[config.mk]
export PLATFORM = sky130hd
export DESIGN_NAME = game_ui_sequencer
export DESIGN_NICKNAME = d
export VERILOG_FILES = /design/src/rtl/game_ui_pkg.sv /design/src/rtl/game_ui_sequencer_time.sv /design/src/rtl/game_ui_sequencer.sv
export SDC_FILE = /design/constraint.sdc
export NUM_CORES = 1
export LEC_CHECK = 0
export BUFFER_PORTS_ARGS = -buffer_cell sky130_fd_sc_hd__buf_2
export CAP_MARGIN = 20
export CORE_MARGIN = 5
export CORE_UTILIZATION = 45
export CTS_CLUSTER_DIAMETER = 50
export DETAILED_ROUTE_END_ITERATION = 10
export GPL_TIMING_DRIVEN = 0
export PLACE_DENSITY = 0.75
export SLEW_MARGIN = 20
export SYNTH_ARGS = -nofsm -noshare
export SYNTH_HDL_FRONTEND = slang
export SYNTH_HIERARCHICAL = 1
export SYNTH_SLANG_ARGS = --single-unit
export TNS_END_PERCENT = 20
[constraint.sdc]
create_clock -name i_clk -period 2.9 [get_ports i_clk]
set_clock_uncertainty 0.1 [all_clocks]
set_input_delay 0.58 -clock i_clk [delete_from_list [all_inputs] [get_ports i_clk]]
set_output_delay 0.58 -clock i_clk [all_outputs]
set_load 0.005 [all_outputs]
[src/rtl/game_ui_pkg.sv]
// Shared constants and state encoding for the game-UI script sequencer and ROM reader.
package game_ui_pkg;

  localparam int GUI_ADDR_WIDTH     = 10;
  localparam int GUI_MAXIMUM_TIMES  = 30;
  localparam int GUI_TIMEOUT_CYCLES = 64;

  localparam logic [2:0] S_IDLE    = 3'd0;
  localparam logic [2:0] S_REQUEST = 3'd1;
  localparam logic [2:0] S_ACK     = 3'd2;
  localparam logic [2:0] S_HOLD    = 3'd3;
  localparam logic [2:0] S_DONE    = 3'd4;

  typedef enum logic [2:0] {
    ST_IDLE    = S_IDLE,
    ST_REQUEST = S_REQUEST,
    ST_ACK     = S_ACK,
    ST_HOLD    = S_HOLD,
    ST_DONE    = S_DONE
  } ui_state_e;

endpackage

[src/rtl/game_ui_sequencer_time.sv]
// Saturating game-time counter: clears on script start, counts ticks while enabled.
module game_time_counter
  import game_ui_pkg::*;
#(
  parameter int WIDTH = GUI_MAXIMUM_TIMES
) (
  input  logic             i_clk,
  input  logic             i_reset,
  input  logic             i_clear,
  input  logic             i_enable,
  input  logic             i_tick,
  output logic [WIDTH-1:0] o_count
);

  logic [WIDTH-1:0] r_count;

  // Clear has priority; counting stops at all-ones instead of wrapping.
  always_ff @(posedge i_clk or posedge i_reset) begin
    if (i_reset)
      r_count <= '0;
    else if (i_clear)
      r_count <= '0;
    else if (i_enable && i_tick && (r_count != {WIDTH{1'b1}}))
      r_count <= r_count + 1'b1;
  end

  assign o_count = r_count;

endmodule

[src/rtl/game_ui_sequencer.sv]
// Steps the UI ROM reader through a script: request/ack handshake per entry,
// then holds each entry until game time reaches the expiry the reader returned.
module game_ui_sequencer
  import game_ui_pkg::*;
#(
  parameter int ADDR_WIDTH     = GUI_ADDR_WIDTH,
  parameter int MAXIMUM_TIMES  = GUI_MAXIMUM_TIMES,
  parameter int TIMEOUT_CYCLES = GUI_TIMEOUT_CYCLES
) (
  input  logic                     i_clk,
  input  logic                     i_reset,
  input  logic                     i_start,
  input  logic                     i_pause,
  input  logic                     i_time_tick,
  input  logic [ADDR_WIDTH-1:0]    i_start_addr,
  input  logic [ADDR_WIDTH-1:0]    i_end_addr,
  input  logic                     i_update_ui_time,
  input  logic [MAXIMUM_TIMES-1:0] i_next_ui_time,
  output logic [ADDR_WIDTH-1:0]    o_ui_addr,
  output logic                     o_sync_ui_time,
  output logic [MAXIMUM_TIMES-1:0] o_current_time,
  output logic                     o_ui_apply,
  output logic                     o_busy,
  output logic                     o_done,
  output logic                     o_error
);

  localparam int             TCW     = $clog2(TIMEOUT_CYCLES + 1);
  localparam logic [TCW-1:0] TC_LAST = TCW'(TIMEOUT_CYCLES - 1);

  ui_state_e                r_state, w_state_nxt;
  logic [ADDR_WIDTH-1:0]    r_ui_addr;
  logic [MAXIMUM_TIMES-1:0] r_expiry;
  logic [TCW-1:0]           r_tcnt;
  logic                     r_sync, r_apply, r_busy, r_done, r_error;
  logic                     w_load, w_adv, w_latch, w_timeout, w_cnt_en;
  logic [MAXIMUM_TIMES-1:0] w_time;

  // Time only advances while a script runs and nobody is pausing it.
  assign w_cnt_en = r_busy & ~i_pause;

  game_time_counter #(.WIDTH(MAXIMUM_TIMES)) u_time (
    .i_clk    (i_clk),
    .i_reset  (i_reset),
    .i_clear  (w_load),
    .i_enable (w_cnt_en),
    .i_tick   (i_time_tick),
    .o_count  (w_time)
  );

  // State register.
  always_ff @(posedge i_clk or posedge i_reset) begin
    if (i_reset) r_state <= ST_IDLE;
    else         r_state <= w_state_nxt;
  end

  // Next-state and per-transition actions; an update beats a same-cycle timeout,
  // and the expiry compare sees the pre-tick time.
  always_comb begin
    w_state_nxt = r_state;
    w_load      = 1'b0;
    w_adv       = 1'b0;
    w_latch     = 1'b0;
    w_timeout   = 1'b0;
    case (r_state)
      ST_IDLE, ST_DONE: begin
        if (i_start) begin
          w_state_nxt = ST_REQUEST;
          w_load      = 1'b1;
        end
      end
      ST_REQUEST: begin
        if (i_update_ui_time) begin
          w_state_nxt = ST_ACK;
          w_latch     = 1'b1;
        end else if (r_tcnt == TC_LAST) begin
          w_state_nxt = ST_DONE;
          w_timeout   = 1'b1;
        end
      end
      ST_ACK: begin
        if (!i_update_ui_time) w_state_nxt = ST_HOLD;
      end
      ST_HOLD: begin
        if (!i_pause && (w_time >= r_expiry)) begin
          if (r_ui_addr == i_end_addr) begin
            w_state_nxt = ST_DONE;
          end else begin
            w_state_nxt = ST_REQUEST;
            w_adv       = 1'b1;
          end
        end
      end
      default: w_state_nxt = ST_IDLE;
    endcase
  end

  // Registered outputs, address/expiry latches and the handshake timeout counter.
  always_ff @(posedge i_clk or posedge i_reset) begin
    if (i_reset) begin
      r_ui_addr <= '0;
      r_expiry  <= '0;
      r_tcnt    <= '0;
      r_sync    <= 1'b1;
      r_apply   <= 1'b0;
      r_busy    <= 1'b0;
      r_done    <= 1'b0;
      r_error   <= 1'b0;
    end else begin
      r_sync  <= (w_state_nxt != ST_REQUEST);
      r_busy  <= (w_state_nxt == ST_REQUEST) || (w_state_nxt == ST_ACK) ||
                 (w_state_nxt == ST_HOLD);
      r_done  <= (w_state_nxt == ST_DONE);
      r_apply <= w_latch;
      if (w_load)     r_ui_addr <= i_start_addr;
      else if (w_adv) r_ui_addr <= r_ui_addr + 1'b1;
      if (w_latch)    r_expiry <= i_next_ui_time;
      if (w_load)         r_error <= 1'b0;
      else if (w_timeout) r_error <= 1'b1;
      if ((r_state == ST_REQUEST) && (w_state_nxt == ST_REQUEST))
        r_tcnt <= r_tcnt + 1'b1;
      else
        r_tcnt <= '0;
    end
  end

  assign o_ui_addr      = r_ui_addr;
  assign o_sync_ui_time = r_sync;
  assign o_current_time = w_time;
  assign o_ui_apply     = r_apply;
  assign o_busy         = r_busy;
  assign o_done         = r_done;
  assign o_error        = r_error;

endmodule

### Word level (Yosys, flattened, before mapping)

Cells that the tools add are included.

| storage, ports and cells | value |
|---|---|
| register bits after elaboration | 85 |
| output and inout port bits | 45 |

| cells by class | value |
|---|---|
| add/subtract/negate cells | 3 |
| magnitude comparators | 1 |
| equality and inequality tests | 12 |
| muxes and demuxes | 24 |
| bitwise operators | 2 |
| reduce and logical (&&, ||, !) cells | 12 |

Operators by type and width:

| cell | number |
|---|---|
| two-way mux 30 bit | 2 |
| adder 30 x 1 -> 30 bit (second input constant) | 1 |
| >= comparator 30 bit | 1 |
| inequality test 30 bit (second input constant) | 1 |
| two-way mux 10 bit | 2 |
| two-way mux 3 bit | 6 |
| equality test 3 x 2 -> 1 bit (second input constant) | 4 |
| two-way mux 1 bit | 12 |
| case mux 3 bit (4 select lines) | 1 |
| adder 10 x 1 -> 10 bit (second input constant) | 1 |
| equality test 10 bit | 1 |
| adder 7 x 1 -> 7 bit (second input constant) | 1 |
| equality test 7 x 6 -> 1 bit (second input constant) | 1 |
| two-way mux 7 bit | 1 |
| equality test 3 x 1 -> 1 bit (second input constant) | 2 |
| equality test 3 bit (second input constant) | 2 |
| nonzero test 2 bit | 3 |
| logical AND 1 bit | 4 |
| logical NOT 3 bit | 1 |
| inequality test 3 x 1 -> 1 bit (second input constant) | 1 |
| logical OR 1 bit | 2 |
| OR reduction 2 bit | 1 |
| bitwise AND 1 bit | 1 |
| logical NOT 1 bit | 1 |
| inverter 1 bit | 1 |

### Longest topological paths before layout

Gate-level depths: netlist (run 1).

| depth | value |
|---|---|
| word-level depth | 7 |
| mapped depth | 10 |
| depth with buffers taken out | 9 |

### Hierarchy

The synthesis (run 1) kept the hierarchy.

By module, submodules not included:

| module | instances | cells each | area each (µm²) | sequential area each (µm²) |
|---|---|---|---|---|
| game_ui_sequencer | 1 | 349 | 3193.1 | 1377.6 |
| game_time_counter | 1 | 177 | 1679.1 | 750.7 |

### Worst setup path before layout (run 1)

OpenSTA, ideal clock, no wires.

| path | value |
|---|---|
| path type | register -> register |
| start point | register u_time.r_count[27], in the netlist u_time/o_count[27] |
| end point | register r_ui_addr[8], in the netlist o_ui_addr[8] |
| setup time | 0.082 ns |
| arrival | 2.234 ns |
| data required time | 2.718 ns |
| path slack | 0.484 ns |
| stages on the path, launching flop included | 9 |
| path buffers | 0 |
| clock period less this slack | 2.416 ns |
| path through | dfrtp_1 ha_1 nand4_2 nor4_2 nand3_1 o211ai_2 o2111ai_4 or4_1 a31oi_1 |

| between the ends | value |
|---|---|
| cells in the longest elaborated chain, start to end | 5 |

Ends and longest elaborated chain:

| what | line | RTL |
|---|---|---|
| start: declaration | game_ui_sequencer_time.sv:15 | `logic [WIDTH-1:0] r_count;` |
| start signal: assignment | game_ui_sequencer_time.sv:24 | `r_count <= r_count + 1'b1;` |
| >= comparator 30 bit | game_ui_sequencer.sv:85 | `if (!i_pause && (w_time >= r_expiry)) begin` |
| logical AND 1 bit | game_ui_sequencer.sv:85 |  |
| two-way mux 1 bit | game_ui_sequencer.sv:85 |  |
| two-way mux 1 bit | game_ui_sequencer.sv:65 | `case (r_state)` |
| nonzero test 2 bit (no line) | - |  |
| end signal: assignment | game_ui_sequencer.sv:115 | `if (w_load) r_ui_addr <= i_start_addr;` |
| end signal: assignment | game_ui_sequencer.sv:116 | `else if (w_adv) r_ui_addr <= r_ui_addr + 1'b1;` |
| end: declaration | game_ui_sequencer.sv:32 | `logic [ADDR_WIDTH-1:0] r_ui_addr;` |

Every way passes these cells.
A chain may end at the register's enable or synchronous reset.

### Final worst setup path (run 1)

| path | value |
|---|---|
| start point | register u_time.r_count[16], in the netlist u_time/o_count[16] |
| end point | register r_ui_addr[8], in the netlist o_ui_addr[8] |

The elaborated chain is that of the path after synthesis.

==> results of run 1 <==
## through the flow
| step | utilization (%) | std cells | setup WS (ps) | instance area (µm²) | hold WS, ps |
|---|---|---|---|---|---|
| after detailed placement | 51.7 | 766 | 21.4 | 5550 | 356 |
| final | 54.4 | 782 | 83.6 | 5850 | 217 |
| after global routing | 54.4 | 782 | -32.8 | 5850 | 265 |
| after floorplan | - | 526 | 484 | 4870 | 333 |
| after CTS | 54.0 | 782 | 35.1 | 5810 | 226 |
| after global placement | 51.6 | 766 | 74.5 | 5550 | 346 |
## final cells by class
class,instances,area (µm²),share of cell area [%]
sequential,85,2140,36.5
tap,140,175,3.00
clock buffer,9,124,2.12
buffer,22,103,1.76
inverter,44,168,2.87
multi-input combinational,375,2520,43.1
timing repair buffer,100,500,8.56
clock inverter,7,123,2.10
## worst paths after layout
check                                            endpoint  depth (start not counted)  slack (ps)                            from
setup / recovery                 o_ui_addr[8]$_DFFE_PP0P_                          7          80  u_time/o_count[16]$_DFFE_PP0P_
hold / removal             u_time/o_count[24]$_DFFE_PP0P_                          2         220                         i_reset
setup reg to reg                 o_ui_addr[8]$_DFFE_PP0P_                          7          80  u_time/o_count[16]$_DFFE_PP0P_
hold reg to reg                       r_tcnt[0]$_DFF_PP0_                          1         370             r_tcnt[0]$_DFF_PP0_
max in group asynchronous        r_expiry[12]$_DFFE_PP0P_                          2        2000                         i_reset
min in group i_clk               o_ui_addr[0]$_DFFE_PP0P_                          3         310                 i_start_addr[0]
## kinds of logic after synthesis
family,count (synthesis)
adders and majority gates,33
AOI/OAI and AO/OA,122
buffers and inverters,66
muxes,3
xor gates and xnor gates,27
and+or+nand+nor,190
DFF,85
## critical path, cell delays in order, from the launching register on
cell       delay [ps]
dfrtp_1           510
ha_1              360
nand4_1           160
nor4_4            400
o31a_1            390
o2111ai_4         160
or4_1             490
a31oi_1           180
## sequential cells by signal, indices dropped and copies added (netlist names)
signal,cells
r_expiry,30
u_time/o_count,30
o_ui_addr,10
r_tcnt,7
r_state,3
o_busy,1
o_done,1
o_error,1
o_sync_ui_time,1
o_ui_apply,1
## cell usage after synthesis (all sizes together) (3+ instances only)
cell type and count:
a211oi 4, a21o 4, a21oi 32, a31oi 6, and3 6, and4 9
buf 7, clkbuf 15, dfrtp 84, ha 33, inv 43, nand2 52
nand2b 3, nand3 24, nand4 19, nor2 33, nor3 4, nor3b 3
nor4 9, o21ai 45, o31ai 16, or3 8, or4 16, xnor2 21
xor2 6
## routing by layer
metal / up-vias / global-route usage [%]
met2: 142 / 32.2
li1: 2116 / -
met5: - / 0
met4: 0 / 5.94
met3: 13 / 4.65
met1: 2154 / 28.5
## where the power goes
group / internal, mW / total (mW) / switching, mW / leakage (nW)
logic: 0.296 / 0.673 / 0.377 / 1.55
registers: 1.35 / 1.50 / 0.148 / 1.06
clock network: 0.576 / 1.03 / 0.458 / 0.116
## timing repair
action | 4_1_cts | 5_1_grt
endpoints found under the hold margin | 0 | 0
endpoints found under the setup margin | 3 | 5
pin swaps | 0 | 3
gates resized for setup | 1 | 11
==> run_results.csv, run 1 <==
group,metric,value,unit
setup_path,critPathRequiredTime,3090,ps
final_layout,area_growth,20.0,%
route,drt-total-wl,13100,µm
synthesis,synth-simple-area-share,21.2,%
synthesis,synth_edf_count,0,
placement,gp_congestion,0.864,
timing,grt_setup_unrepaired,"yes",
timing,setup_tns,0,ps
clock_network,cts_root_buf,"clkbuf_8",
final_layout,drive_gt1_share,23.1,%
synthesis,synth_top_area_share,43.1,%
synthesis,avgSynthCellArea,9.26,µm²
synthesis,synthArstFlopShare,100,%
route,wl_met2,6260,µm
route,met1_length,5900,µm
final_layout,insertedDiodeCount,0,
final_layout,final_cell_mix,"buf_2, dfrtp_1, nand2_1",
timing,finalCriticalPeriod,2820,ps
final_layout,layout_commonest_cell,"buf_2",
die,boundaryPins,101,
final_layout,n_fill_cell,983,
clock_network,htree_levels,3,
synthesis,synth_seq_area_share,43.7,%
route,via_per_inst,5.66,
global_routing,antenna_found_initial,0,
clock_network,clock_latency,360,ps
placement,hpwl,9740,µm
power,p_leak,2.73,nW
setup_path,crit_type,"reg2reg",
timing,fmax,355,MHz
setup_path,end_kind,"flop",
synthesis,synth_area_leaders,"dfrtp_1, ha_1, o21ai_0",
clock_network,ctsHoldBuffers,0,
timing,setup_viol,0,
route,wire_per_inst,16.8,µm
global_routing,gr-total-overflow,0,
synthesis,yosys.area.top_type,"dfrtp_1",
setup_path,cp.arrival,3010,ps
synthesis,synth_cells,526,
route,drt_iter0_drc,266,
worst_hold_path,hold_path_class,"in2async",
die,die_y,114,µm
synthesis,synth_compound_area_share,15.7,%
placement,io_buffers,100,
timing,tightest_slew,688,ps
clock_network,cts.path.max_buffers,2,
synthesis,ys_warn_count,6,
global_routing,grt_pass1_wl,21400,µm
synthesis,synth_adder_area_share,8.47,%
timing,slew_headroom,54.2,%
timing,slew_viol_final,0,
route,drt-pass1-iter-count,5,
setup_path,critPathMaxFanout,8,
timing,period_share,97.1,%
die,num_rows,38,
global_routing,track_usage,20.5,%
die,die_width,114,µm
route,dr.max_layer_used,"met4",
run_status,status,"finished clean",
synthesis,synth_fp_nets,615,
timing,finalHoldViolCount,0,
synthesis,synth_mux_area_share,0.642,%
clock_network,postCtsSetupRepairBufs,0,
final_layout,final_nets,726,
route,wl_met3,789,µm
global_routing,grt_max_degree,56,
power,power_density,548,nW/µm²
clock_network,tritoncts,"done",
clock_network,path_clk_slew,100,ps
route,vias,4425,
synthesis,ys_dominant_reg_cell,"dfrtp_1",
run,cap_violations,0,
synthesis,synth_top_family_by_area,"simple AND/OR/NAND/NOR gates",
synthesis,syn_area,4870,µm²
synthesis,synth-xor-area-share,4.85,%
die,die_area,13000,µm²
die,start_util,45.3,%
route,drc,0,
power,power,3.20,mW
clock_network,cts_sinks,85,
synthesis,synth_cell_types,56,
die,core,10700,µm²
clock_network,cts_buffers,9,
synthesis,ys_ff_latch,85,
route,ant_nets,0,
setup_path,startpoint_type,"flop",
power,ir_worst_vdd,0.339,mV
global_routing,grt_pass1_vias,4342,
No activity file was read; power rests on OpenSTA's default activity.
==> run 2: changes to the inputs <==
- CTS_BUF_LIST: default -> sky130_fd_sc_hd__clkbuf_16
==> run_results.csv, run 2 (synthesis results as in run 1) <==
group,metric,value,unit
run_status,status,"finished clean",
timing,setup_slack,87.3,ps
die,die_area,13000,µm²
setup_path,startpoint_type,"flop",
timing,finalHoldViolCount,0,
route,drt-total-wl,13600,µm
power,power_density,594,nW/µm²
run,cap_violations,0,
timing,setup_viol,0,
global_routing,antenna_found_initial,0,
route,met1_length,5920,µm
placement,hpwl,9740,µm
route,drt_iter0_drc,300,
setup_path,end_kind,"flop",
clock_network,cts_buffers,9,
final_layout,area_growth,22.2,%
global_routing,gr-total-overflow,0,
route,dr.max_layer_used,"met4",
die,num_rows,38,
clock_network,cts.path.max_buffers,2,
route,wl_met2,6440,µm
final_layout,final_cell_mix,"buf_2, dfrtp_1, nand2_1",
clock_network,path_clk_slew,70,ps
setup_path,critPathRequiredTime,3070,ps
power,p_leak,2.78,nW
route,drc,0,
power,power,3.54,mW
final_layout,drive_gt1_share,23.0,%
clock_network,cts_root_buf,"clkbuf_16",
timing,slew_viol_final,0,
timing,tightest_slew,694,ps
placement,place_ws,21.4,ps
global_routing,grt_pass1_wl,21800,µm
route,wl_met3,995,µm
placement,placedCellCount,766,
route,wire_per_inst,17.4,µm
global_routing,track_usage,21.1,%
clock_network,htree_levels,3,
final_layout,final_nets,727,
die,boundaryPins,101,
timing,slew_headroom,53.7,%
die,start_util,45.3,%
worst_hold_path,hold_path_class,"in2async",
clock_network,clock_latency,350,ps
power,ir_worst_vdd,0.331,mV
timing,period_share,97.0,%
clock_network,cts_sinks,85,
setup_path,critPathMaxFanout,8,
final_layout,insertedDiodeCount,0,
route,ant_nets,0,
timing,finalCriticalPeriod,2810,ps
die,die_y,114,µm
final_layout,final_cells,783,
timing,fmax,356,MHz
placement,gp_congestion,0.864,
die,core,10700,µm²
clock_network,tritoncts,"done",
global_routing,grt_max_degree,56,
die,die_width,114,µm
timing,holdWs,243,ps
global_routing,grt_pass1_vias,4413,
route,vias,4511,
timing,setup_tns,0,ps
placement,io_buffers,100,
final_layout,layout_commonest_cell,"buf_2",
route,drt-pass1-iter-count,5,
route,via_per_inst,5.76,
setup_path,crit_type,"reg2reg",
setup_path,cp.arrival,2980,ps
==> run 2: cell type report <==
| class | instances | area (µm²) |
|---|---|---|
| plain buffers | 22 | 103 |
| clock inverters | 7 | 123 |
| multi-input cells | 375 | 2520 |
| inverters | 44 | 168 |
| clock buffers | 9 | 225 |
| repair buffers | 101 | 508 |
| flip-flops and latches | 85 | 2130 |
| well taps | 140 | 175 |
| fillers | 975 | 4790 |
==> run 2: worst paths after layout <==
kind	start	to	depth (start not counted)	slack, ps
setup reg to reg	u_time/o_count[16]$_DFFE_PP0P_	o_ui_addr[8]$_DFFE_PP0P_	7	90
setup / recovery	u_time/o_count[16]$_DFFE_PP0P_	o_ui_addr[8]$_DFFE_PP0P_	7	90
hold reg to reg	r_tcnt[0]$_DFF_PP0_	r_tcnt[0]$_DFF_PP0_	1	360
min in group i_clk	i_start_addr[0]	o_ui_addr[0]$_DFFE_PP0P_	3	330
hold / removal	i_reset	u_time/o_count[24]$_DFFE_PP0P_	2	240
max in group asynchronous	i_reset	r_expiry[12]$_DFFE_PP0P_	2	1970
==> run 2: per-stage QoR <==
step | cell area (µm²) | utilization (%)
6_report | 5950 | 55.4
5_1_grt | 5950 | 55.4
4_1_cts | 5910 | 55.0
3_5_place_dp | 5550 | 51.7
3_3_place_gp | 5550 | 51.6
2_1_floorplan | 4870 | -
==> run 2: worst max-delay path: stages (launching register included) <==
cell and delay [ps]:
dfrtp_1 490, ha_1 360, nand4_1 160, nor4_4 390, o31a_1 390, o2111ai_4 170
or4_1 490, a31oi_1 180
==> run 2: routing by layer <==
| metal | global-route usage (%) | vias up |
|---|---|---|
| li1 | - | 2123 |
| met1 | 28.5 | 2168 |
| met2 | 33.2 | 198 |
| met3 | 4.60 | 22 |
| met5 | 0 | - |
| met4 | 8.39 | 0 |
==> run 2: where the power goes <==
part	internal (mW)	total [mW]	switching, mW
Sequential	1.35	1.50	0.151
Combinational	0.299	0.682	0.383
Clock	0.846	1.35	0.507
Total	2.50	3.54	1.04
==> run 2: timing repair <==
item                                    CTS  global route
gates resized for setup                   1            10
pin swaps                                 0             4
hold buffers                              0             0
setup buffers                             0             1
endpoints found under the setup margin    3             7
==> run 3: changes to the inputs <==
- RECOVER_POWER: default -> 100
- SYNTH_HIERARCHICAL: 1 -> default
==> run_results.csv, run 3 <==
group,metric,value,unit
global_routing,grt_pass1_vias,4377,
die,die_area,12800,µm²
placement,io_buffers,100,
final_layout,layout_commonest_cell,"dfrtp_1",
setup_path,crit_type,"reg2reg",
timing,setup_viol,0,
timing,grt_setup_unrepaired,"no",
synthesis,synth-xor-area-share,7.35,%
timing,finalCriticalPeriod,2760,ps
final_layout,fin_util,56.0,%
die,start_util,46.2,%
route,drt-total-wl,12400,µm
clock_network,htree_levels,3,
synthesis,synth_cells,517,
worst_hold_path,hold_depth,3,
setup_path,r2r_end,"o_ui_addr[1]$_DFFE_PP0P_",
synthesis,ys_dominant_reg_cell,"dfrtp_1",
route,drt_iter0_drc,310,
timing,slew_viol_final,38,
setup_path,reg2reg_from,"u_time.o_count[15]$_DFFE_PP0P_",
global_routing,gr-total-overflow,0,
route,ant_nets,0,
placement,hpwl,9250,µm
setup_path,critPathRequiredTime,3000,ps
final_layout,insertedDiodeCount,0,
timing,tightest_slew,1800,ps
run,cap_violations,1,
final_layout,area_growth,21.3,%
synthesis,ys_warn_count,0,
clock_network,tritoncts,"done",
clock_network,cts.path.max_buffers,2,
die,die_y,113,µm
synthesis,synth_cell_types,49,
route,wire_per_inst,16.1,µm
final_layout,final_nets,718,
clock_network,cts_buffers,9,
synthesis,avgSynthCellArea,9.22,µm²
synthesis,synthArstFlopShare,100,%
final_layout,drive_gt1_share,18.3,%
timing,setup_slack,142,ps
worst_hold_path,hold_start,"i_next_ui_time[15]",
synthesis,synth_seq_area_share,44.6,%
timing,holdWs,343,ps
die,num_rows,37,
synthesis,yosys.area.top_type,"dfrtp_1",
synthesis,synth_area_leaders,"dfrtp_1, ha_1, xor2_1",
synthesis,synth_top_area_share,44.1,%
synthesis,synth_top_family_by_area,"simple AND/OR/NAND/NOR gates",
run_status,status,"complete, but fails checks",
power,p_leak,2.66,nW
global_routing,grt_max_degree,49,
placement,gp_congestion,0.863,
setup_path,cp.arrival,2850,ps
placement,place_ws,-73.7,ps
timing,fmax,363,MHz
final_layout,final_cell_mix,"dfrtp_1, buf_2, nor2_1",
setup_path,startpoint_type,"flop",
timing,period_share,95.1,%
synthesis,syn_area,4770,µm²
power,power,4.37,mW
clock_network,cts_sinks,85,
route,via_per_inst,5.49,
worst_hold_path,hold_end,"r_expiry[15]$_DFFE_PP0P_",
clock_network,ctsHoldBuffers,0,
global_routing,track_usage,20.3,%
route,drc,0,
die,core,10300,µm²
route,drt-pass1-iter-count,5,
global_routing,antenna_found_initial,0,
synthesis,ys_ff_latch,85,
die,die_width,113,µm
synthesis,synth_compound_area_share,10.8,%
setup_path,critPathMaxFanout,10,
global_routing,grt_pass1_wl,21100,µm
synthesis,synth_edf_count,0,
route,vias,4225,
synthesis,synthTopCellsByCount,"dfrtp_1, nor2_1, nand2_1",
run_status,failed_checks,"capacitance limit, slew limit",
die,boundaryPins,101,
clock_network,clock_latency,340,ps
synthesis,synth_fp_nets,606,
setup_path,end_kind,"flop",
clock_network,postCtsSetupRepairBufs,0,
synthesis,synth_adder_area_share,8.66,%
power,ir_worst_vdd,0.433,mV
timing,slew_headroom,-20.8,%
worst_hold_path,hold_path_class,"in2reg",
clock_network,cts_root_buf,"clkbuf_16",
setup_path,reg2reg_depth,9,
synthesis,synth_most_common_cell,"dfrtp_1",
setup_path,rrSetupSlack,140,ps
synthesis,synth-simple-area-share,23.3,%
clock_network,path_clk_slew,70,ps
synthesis,synth_mux_area_share,0.446,%
power,power_density,756,nW/µm²
timing,finalHoldViolCount,0,
## run 3: cell count changes in the layout (fill, tap and decap cells not counted), sizes merged, moves of 4 or more
| cell | change |
|---|---|
| nor2 | +19 |
| buf | -29 |
| o21ai | -4 |
| and3 | +4 |
| xnor2 | -5 |
| clkbuf | +24 |
| and4 | -4 |
| nor3 | +8 |
| xor2 | +18 |
| or4 | -11 |
| a21oi | -15 |
| o31ai | -12 |
| nand4 | +4 |
## run 3: layout make-up
type                    instances  area (µm²)
inverters                      41         155
well taps                     136         170
flip-flops and latches         85        2130
clock inverters                 7        97.6
repair buffers                101         498
fillers                       953        4540
clock buffers                   9         225
plain buffers                  17        77.6
multi-input cells             374        2430
## run 3: repair_timing
item | CTS | global route
endpoints found under the setup margin | 5 | 10
pin swaps | 0 | 4
resized for setup | 1 | 7
## run 3: worst max path at each step
stage	depth (start not counted)	end	slack, ps	from
floorplan	1	o_busy$_DFF_PP0_	30	i_reset
global placement	2	u_time.o_count[8]$_DFFE_PP0P_	-990	i_reset
detailed placement	9	o_ui_addr[1]$_DFFE_PP0P_	-70	u_time.o_count[15]$_DFFE_PP0P_
CTS	9	o_ui_addr[1]$_DFFE_PP0P_	30	u_time.o_count[19]$_DFFE_PP0P_
global route	9	o_ui_addr[1]$_DFFE_PP0P_	10	u_time.o_count[15]$_DFFE_PP0P_
finish	9	o_ui_addr[1]$_DFFE_PP0P_	140	u_time.o_count[15]$_DFFE_PP0P_
## run 3: cell families (layout without fill, tap and decap cells)
group | count (synthesis) | count (layout)
DFF | 85 | 85
xor gates and xnor gates | 40 | 40
muxes | 2 | 2
AOI/OAI and AO/OA | 86 | 86
and+or+nand+nor | 213 | 213
adders and majority gates | 33 | 33
buffers and inverters | 58 | 175
## run 3: routing by layer
layer	up-vias	share of wire, %	track usage (%)
li1	2035	-	-
met1	2032	44	27.3
met2	143	48	33.1
met3	15	6.4	3.10
met4	0	1.4	7.53
met5	-	0	0
## run 3: through the flow
step / setup TNS (ps) / area, µm² / instances
2_1_floorplan: 0 / 4770 / 517
3_3_place_gp: -82850 / 5440 / 753
3_5_place_dp: -93.1 / 5470 / 754
4_1_cts: 0 / 5800 / 770
5_1_grt: 0 / 5780 / 770
6_report: 0 / 5780 / 770
## run 3: worst max-delay path, cell delays in order (launching register included)
cell,delay (ps)
dfrtp_1,440
ha_1,330
a211oi_1,250
nor2_1,100
a311oi_2,350
o221ai_2,200
o21ai_4,260
clkbuf_4,280
mux2i_1,220
a21oi_1,80
## run 3: power by group
part	total [mW]	switching (mW)	internal, mW
sequential	1.77	0.253	1.52
clock	1.25	0.487	0.759
combinational	1.35	0.809	0.543
